--- src/rtl/riscv_cpu_pkg.sv ---
// Shared RV32I core definitions: operation classes, major opcodes, funct7 values and the
// execute-stage pipeline register layout.
package riscv_cpu_pkg;

   typedef enum logic [3:0] {
      OpIllegal = 4'd0,
      OpLui     = 4'd1,
      OpAuipc   = 4'd2,
      OpJal     = 4'd3,
      OpJalr    = 4'd4,
      OpBranch  = 4'd5,
      OpLoad    = 4'd6,
      OpStore   = 4'd7,
      OpOpImm   = 4'd8,
      OpOp      = 4'd9,
      OpFence   = 4'd10,
      OpSystem  = 4'd11
   } riscv_opclass_t;

   localparam logic [6:0] OPC_LUI    = 7'b0110111;
   localparam logic [6:0] OPC_AUIPC  = 7'b0010111;
   localparam logic [6:0] OPC_JAL    = 7'b1101111;
   localparam logic [6:0] OPC_JALR   = 7'b1100111;
   localparam logic [6:0] OPC_BRANCH = 7'b1100011;
   localparam logic [6:0] OPC_LOAD   = 7'b0000011;
   localparam logic [6:0] OPC_STORE  = 7'b0100011;
   localparam logic [6:0] OPC_OPIMM  = 7'b0010011;
   localparam logic [6:0] OPC_OP     = 7'b0110011;
   localparam logic [6:0] OPC_FENCE  = 7'b0001111;
   localparam logic [6:0] OPC_SYSTEM = 7'b1110011;

   localparam logic [31:0] RISCV_INSTR_NOP = 32'h0000_0033;

   localparam logic [6:0] FUNCT7_BASE = 7'h00;
   localparam logic [6:0] FUNCT7_ALT  = 7'h20;

   typedef struct packed {
      logic           valid;
      logic [31:0]    pcaddr;
      riscv_opclass_t opclass;
      logic [4:0]     rd;
      logic [4:0]     rs1;
      logic [4:0]     rs2;
      logic [31:0]    imm;
      logic [2:0]     funct3;
      logic           funct7b5;
      logic           rd_we;
      logic           illegal;
   } riscv_ex_t;

   // Major-opcode lookup only; funct-level legality is checked by the decoder.
   function automatic riscv_opclass_t opclass_of(logic [6:0] opcode);
      riscv_opclass_t cls;
      case (opcode)
         OPC_LUI:    cls = OpLui;
         OPC_AUIPC:  cls = OpAuipc;
         OPC_JAL:    cls = OpJal;
         OPC_JALR:   cls = OpJalr;
         OPC_BRANCH: cls = OpBranch;
         OPC_LOAD:   cls = OpLoad;
         OPC_STORE:  cls = OpStore;
         OPC_OPIMM:  cls = OpOpImm;
         OPC_OP:     cls = OpOp;
         OPC_FENCE:  cls = OpFence;
         OPC_SYSTEM: cls = OpSystem;
         default:    cls = OpIllegal;
      endcase
      return cls;
   endfunction

endpackage

--- src/rtl/riscv_cpu_imm_gen.sv ---
// Immediate generator: selects the RV32I immediate format from the operation class and
// sign-extends it from instr[31].
module riscv_cpu_imm_gen
   import riscv_cpu_pkg::*;
(
   input  logic [31:0]    instr,
   input  riscv_opclass_t opclass,
   output logic [31:0]    imm
);

   logic [31:0] imm_i;
   logic [31:0] imm_s;
   logic [31:0] imm_b;
   logic [31:0] imm_u;
   logic [31:0] imm_j;
   logic        unused_opcode;

   assign unused_opcode = ^instr[6:0];

   assign imm_i = {{20{instr[31]}}, instr[31:20]};
   assign imm_s = {{20{instr[31]}}, instr[31:25], instr[11:7]};
   assign imm_b = {{19{instr[31]}}, instr[31], instr[7], instr[30:25], instr[11:8], 1'b0};
   assign imm_u = {instr[31:12], 12'b0};
   assign imm_j = {{11{instr[31]}}, instr[31], instr[19:12], instr[20], instr[30:21], 1'b0};

   always_comb begin
      imm = '0;
      case (opclass)
         OpLui, OpAuipc:                                 imm = imm_u;
         OpJal:                                          imm = imm_j;
         OpBranch:                                       imm = imm_b;
         OpStore:                                        imm = imm_s;
         OpJalr, OpLoad, OpOpImm, OpOp, OpFence, OpSystem: imm = imm_i;
         default:                                        imm = '0;
      endcase
   end

endmodule

--- src/rtl/riscv_cpu_decode_unit.sv ---
// Decode stage: turns the fetched instruction into execute-stage control fields held in a
// one-deep pipeline register, with load-use bubble insertion and branch-flush squash.
module riscv_cpu_decode_unit
   import riscv_cpu_pkg::*;
#(
   parameter logic [31:0] RESET_VECTOR = 32'h0000_0000
) (
   input  logic           cpu_clk,
   input  logic           cpu_reset,
   input  logic [31:0]    dec_instr,
   input  logic [31:0]    dec_pcaddr,
   input  logic           dec_stall_in,
   input  logic           dec_flush,
   output logic           dec_stall_out,
   output logic           ex_valid,
   output logic [31:0]    ex_pcaddr,
   output riscv_opclass_t ex_opclass,
   output logic [4:0]     ex_rd,
   output logic [4:0]     ex_rs1,
   output logic [4:0]     ex_rs2,
   output logic [31:0]    ex_imm,
   output logic [2:0]     ex_funct3,
   output logic           ex_funct7b5,
   output logic           ex_rd_we,
   output logic           ex_illegal
);

   riscv_ex_t      ex_q;
   riscv_ex_t      ex_d;
   riscv_ex_t      dec_fields;

   riscv_opclass_t base_class;
   riscv_opclass_t dec_class;
   logic           dec_illegal;
   logic           uses_rs1;
   logic           uses_rs2;
   logic [4:0]     dec_rd;
   logic [4:0]     dec_rs1;
   logic [4:0]     dec_rs2;
   logic [31:0]    dec_imm;
   logic           dec_rd_we;
   logic           hazard;

   logic [2:0]     funct3;
   logic [6:0]     funct7;

   assign funct3 = dec_instr[14:12];
   assign funct7 = dec_instr[31:25];

   always_comb begin
      base_class  = opclass_of(dec_instr[6:0]);
      dec_illegal = (base_class == OpIllegal);
      if (base_class == OpOp) begin
         if ((funct7 != FUNCT7_BASE) && (funct7 != FUNCT7_ALT)) begin
            dec_illegal = 1'b1;
         end
         // Only SUB and SRA use the alternate funct7.
         if ((funct7 == FUNCT7_ALT) && (funct3 != 3'b000) && (funct3 != 3'b101)) begin
            dec_illegal = 1'b1;
         end
      end
      if (base_class == OpOpImm) begin
         if ((funct3 == 3'b001) && (funct7 != FUNCT7_BASE)) begin
            dec_illegal = 1'b1;
         end
         if ((funct3 == 3'b101) && (funct7 != FUNCT7_BASE) && (funct7 != FUNCT7_ALT)) begin
            dec_illegal = 1'b1;
         end
      end
   end

   assign dec_class = dec_illegal ? OpIllegal : base_class;

   assign uses_rs1 = dec_class inside {OpJalr, OpBranch, OpLoad, OpStore, OpOpImm, OpOp};
   assign uses_rs2 = dec_class inside {OpBranch, OpStore, OpOp};

   assign dec_rd  = dec_illegal ? 5'd0 : dec_instr[11:7];
   assign dec_rs1 = uses_rs1 ? dec_instr[19:15] : 5'd0;
   assign dec_rs2 = uses_rs2 ? dec_instr[24:20] : 5'd0;

   assign dec_rd_we = (dec_class inside {OpLui, OpAuipc, OpJal, OpJalr, OpLoad, OpOpImm, OpOp})
                      && (dec_rd != 5'd0);

   riscv_cpu_imm_gen u_imm_gen (
      .instr   (dec_instr),
      .opclass (dec_class),
      .imm     (dec_imm)
   );

   always_comb begin
      dec_fields.valid    = 1'b1;
      dec_fields.pcaddr   = dec_pcaddr;
      dec_fields.opclass  = dec_class;
      dec_fields.rd       = dec_rd;
      dec_fields.rs1      = dec_rs1;
      dec_fields.rs2      = dec_rs2;
      dec_fields.imm      = dec_imm;
      dec_fields.funct3   = funct3;
      dec_fields.funct7b5 = dec_instr[30];
      dec_fields.rd_we    = dec_rd_we;
      dec_fields.illegal  = dec_illegal;
   end

   // A load in execute cannot forward to the instruction now in decode.
   assign hazard = ex_q.valid && (ex_q.opclass == OpLoad) && (ex_q.rd != 5'd0)
                   && ((uses_rs1 && (dec_rs1 == ex_q.rd)) || (uses_rs2 && (dec_rs2 == ex_q.rd)));

   assign dec_stall_out = ~dec_flush & (dec_stall_in | hazard);

   always_comb begin
      ex_d = ex_q;
      if (dec_flush) begin
         ex_d.valid = 1'b0;
         ex_d.rd_we = 1'b0;
      end else if (dec_stall_in) begin
         ex_d = ex_q;
      end else if (hazard) begin
         ex_d.valid = 1'b0;
         ex_d.rd_we = 1'b0;
      end else begin
         ex_d = dec_fields;
      end
   end

   always_ff @(posedge cpu_clk) begin
      if (cpu_reset) begin
         ex_q <= '{valid: 1'b0, pcaddr: RESET_VECTOR, opclass: OpIllegal, rd: 5'd0, rs1: 5'd0,
                   rs2: 5'd0, imm: 32'd0, funct3: 3'd0, funct7b5: 1'b0, rd_we: 1'b0,
                   illegal: 1'b0};
      end else begin
         ex_q <= ex_d;
      end
   end

   assign ex_valid    = ex_q.valid;
   assign ex_pcaddr   = ex_q.pcaddr;
   assign ex_opclass  = ex_q.opclass;
   assign ex_rd       = ex_q.rd;
   assign ex_rs1      = ex_q.rs1;
   assign ex_rs2      = ex_q.rs2;
   assign ex_imm      = ex_q.imm;
   assign ex_funct3   = ex_q.funct3;
   assign ex_funct7b5 = ex_q.funct7b5;
   assign ex_rd_we    = ex_q.rd_we;
   assign ex_illegal  = ex_q.illegal;

endmodule

--- config.mk ---
export PLATFORM = sky130hd
export DESIGN_NAME = riscv_cpu_decode_unit
export DESIGN_NICKNAME = d
export VERILOG_FILES = /design/src/rtl/riscv_cpu_pkg.sv /design/src/rtl/riscv_cpu_imm_gen.sv /design/src/rtl/riscv_cpu_decode_unit.sv
export SDC_FILE = /design/constraint.sdc
export NUM_CORES = 1
export LEC_CHECK = 0
export CELL_PAD_IN_SITES_DETAIL_PLACEMENT = 1
export CELL_PAD_IN_SITES_GLOBAL_PLACEMENT = 2
export CORE_MARGIN = 8
export CORE_UTILIZATION = 28
export DETAILED_ROUTE_END_ITERATION = 16
export PLACE_DENSITY_LB_ADDON = 0.1
export SYNTH_ARGS = -nofsm -noshare
export SYNTH_HDL_FRONTEND = slang
export SYNTH_SLANG_ARGS = --single-unit
--- constraint.sdc ---
create_clock -name cpu_clk -period 3.2 [get_ports cpu_clk]
set_clock_uncertainty 0.15 [all_clocks]
set_input_delay 0.32 -clock cpu_clk [delete_from_list [all_inputs] [get_ports cpu_clk]]
set_output_delay 0.32 -clock cpu_clk [all_outputs]
set_load 0.005 [all_outputs]
==> metrics.txt <==
Hold Crit Depth=2; Final Util=between 40% and 50%; post-DR wirelength/cell=19.5 µm; Post-synth EDFFs=0; post-route setup TNS=0 ns; GR met2 Demand/Resource=28.1%; Skew-Pair Late Insertion Delay=roughly 0.35 ns; share of cells above drive strength 1=between 10% and 20%; worst-case clock buffer depth=2; Worst R2R End=ex_pcaddr[12]; TritonCTS Sinks=90; All-Layer GR Usage=between 15 and 20%; Worst Hold End=ex_pcaddr[3]; status=complete, no violations; Achievable Freq=approximately 0.32 GHz; asr flop ratio synth=0%; via count of the first global-routing pass=5094; Vias=4530; initial antenna violation count=0; CTS tree=yes; Syn. warnings=0; cell row count=48; reg-to-reg setup timing slack=roughly 0.58 ns; GR Layer Usage met3=6.14%; largest net degree at the start of global routing=100; Crit path required time=around 2.7 ns; syn nets=~580; Final Setup Violations=0; Clk pwr share=39.5%; post-synthesis sequential area ratio=36.9%; Arrival @ worst endpoint=about 2.6 ns; sequential power share=between 40% and 50%; headroom to the max-slew limit=between 30% and 40%; Power Density=408 mW/mm²; Detail Placement HPWL=13900 µm; Critical Path Start Type=input port; Top FF cell, synth=dfxtp_1; IO Port Bufs=158; Worst Hold Class=reg2reg; RSZ-0062 raised after global routing=no; WL final=around 18000 µm; die area=between 0.02 and 0.025 mm²; post-synth cell types=56; DR vias/cell=slightly below 5; Core Region=0.0172 mm²; final hold violation count=0; Ant. Diodes=0; Post-Place Setup Slack=-0.390 ns; internal power=about 2.2 mW; WS Path Type=in2out; worst vdd ir=~0.25 mV; clock-pin slew on the worst setup and hold paths=around 0.070 ns; DRT antenna net count=0; Final WS setup=0.112 ns; GRT overflow=0; Max Cap Viol=0; Post-Synthesis Cell Area=0.00488 mm²; drt pass-1 iters=4; Least-Margin Pin Slew=between 0.9 and 1 ns; H-tree level count=3; TritonCTS buffer count=9; Placer Congestion=0.831; routing usage on met1=19.0%; DRC errors left=0; Max Slew Vio Count=0; Gate power share=between 20% and 30%; Layout area overhead=52.3%; most common cell after layout, fill and taps aside=clkdlybuf4s50_1; peak fanout along the critical path=9; leakage=between 2 and 3 nW; Clk Tree Root Cell=clkbuf_16; syn avg cell area=~9.6 µm²; sw frac=between 20% and 30%; Final Hold Slack=between 0.3 and 0.4 ns; first-pass GRT wire length=28400 µm; Initial Utilization=between 20% and 30%; die height=about 150 µm; GRT Max-Usage Layer=met2; Critical Path End Type=output pin; most frequent cells in the layout=clkdlybuf4s50_1, nand2b_1, dfxtp_1; hold buffers post-CTS=0; final worst path period share=96.5%; Nets=about 770; hold path start=ex_pcaddr[3]; IO Pins=about 160; post-layout min period=between 3 and 4 ns; worst r2r path cells=9; Mapped Cells=508; Reg2Reg Launch Point=ex_rd[2]; power after layout=around 3.0 mW; synthesized flop and latch total=90; Initial DRC Count=149; NetSw=around 0.79 mW; Die X-Extent=about 150 µm
==> timing repair <==
| item | CTS | global route |
|---|---|---|
| pin swaps | 5 | 1 |
| setup buffers | 2 | 0 |
| setup endpoints to repair | 7 | 1 |
| hold endpoints to repair | 0 | 0 |
| gates resized for setup | 10 | 0 |
==> layer usage <==
layer | share of wire (%) | up-vias
met2 | 48 | 111
met1 | 43 | 2203
met5 | 0 | -
met3 | 7.8 | 16
li1 | - | 2200
met4 | 1.3 | 0
==> state kept, by name, summed over array words and instances, names as in the netlist <==
signal       flops
ex_funct3        3
ex_rs1           5
ex_rd_we         1
ex_valid         1
ex_illegal       1
ex_rs2           5
ex_rd            5
ex_pcaddr       32
ex_opclass       4
ex_imm          32
ex_funct7b5      1
==> critical path, cell delays in order <==
cell,delay [ns]
clkdlybuf4s50_1,0.50
buf_6,0.11
nand3_2,0.10
nor4_4,0.32
buf_4,0.17
buf_4,0.15
a2bb2oi_2,0.16
o31a_1,0.20
a21oi_2,0.09
o21ba_2,0.22
dlygate4sd2_1,0.26
==> synth_stat cells, types with 3 or more instances <==
library cell,count,area (µm²)
a22oi_1,14,105
a221oi_1,3,26.3
a311oi_2,5,75.1
dfxtp_1,90,1800
mux2i_1,63,631
a32oi_1,5,43.8
xor2_1,9,78.8
buf_2,6,30.0
nor3_1,9,45.0
buf_4,5,37.5
nor2_1,29,109
or3_1,3,18.8
a221oi_2,17,255
nor2b_1,13,81.3
a211oi_1,6,45.0
clkbuf_1,25,93.8
nand3_1,8,40.0
and2_1,3,18.8
nand2_1,13,48.8
nand2b_1,100,626
nand4b_1,6,52.6
or4_1,4,30.0
o21ai_0,13,65.1
buf_6,4,45.0
a31oi_1,4,25.0
nand3b_1,9,67.6
==> power by group through the flow <==
stage | logic, mW | clock network [mW] | registers, mW
after floorplan | 0.268 | 0 | 1.24
after global placement | 0.612 | 0 | 1.24
after detailed placement | 0.622 | 0 | 1.24
after CTS | 0.629 | 1.23 | 1.22
after global routing | 0.669 | 1.29 | 1.23
final | 0.616 | 1.20 | 1.22
==> kinds of logic (layout without fill, tap and decap cells) <==
family	Yosys count	in the layout	synth area share, %
AND/OR/NAND/NOR	205	205	24.9
AO/OA/AOI/OAI	93	93	18.2
flip-flops	90	90	36.9
multiplexers	65	65	13.4
buffers and inverters	44	239	4.54
XOR/XNOR	11	11	1.98
==> layout make-up <==
class / count / area (µm²)
clock buffers: 11 / 243
clock inverters: 5 / 86.3
fillers: 1970 / 9750
inverters: 2 / 7.51
multi-input cells: 374 / 2900
flip-flops and latches: 90 / 1800
well taps: 225 / 282
repair buffers: 221 / 2100
==> through the flow <==
stage	instance area (µm²)	instances
6_report	7430	928
5_1_grt	7430	928
4_1_cts	7430	928
3_5_place_dp	7040	910
3_3_place_gp	7040	910
2_1_floorplan	4880	508
==> worst max-delay path by stage <==
stage | to | from | slack (ns) | cells past startpoint
6_report | dec_stall_out | dec_instr[6] | 0.11 | 11
5_1_grt | dec_stall_out | dec_instr[1] | 0.05 | 9
4_1_cts | dec_stall_out | dec_instr[6] | 0.11 | 11
3_5_place_dp | ex_pcaddr[11] | dec_instr[6] | -0.39 | 12
3_3_place_gp | dec_stall_out | dec_instr[6] | -0.33 | 10
2_1_floorplan | ex_imm[0] | dec_instr[26] | 0.56 | 9
Note: power is estimated with default switching activity, not from simulation.
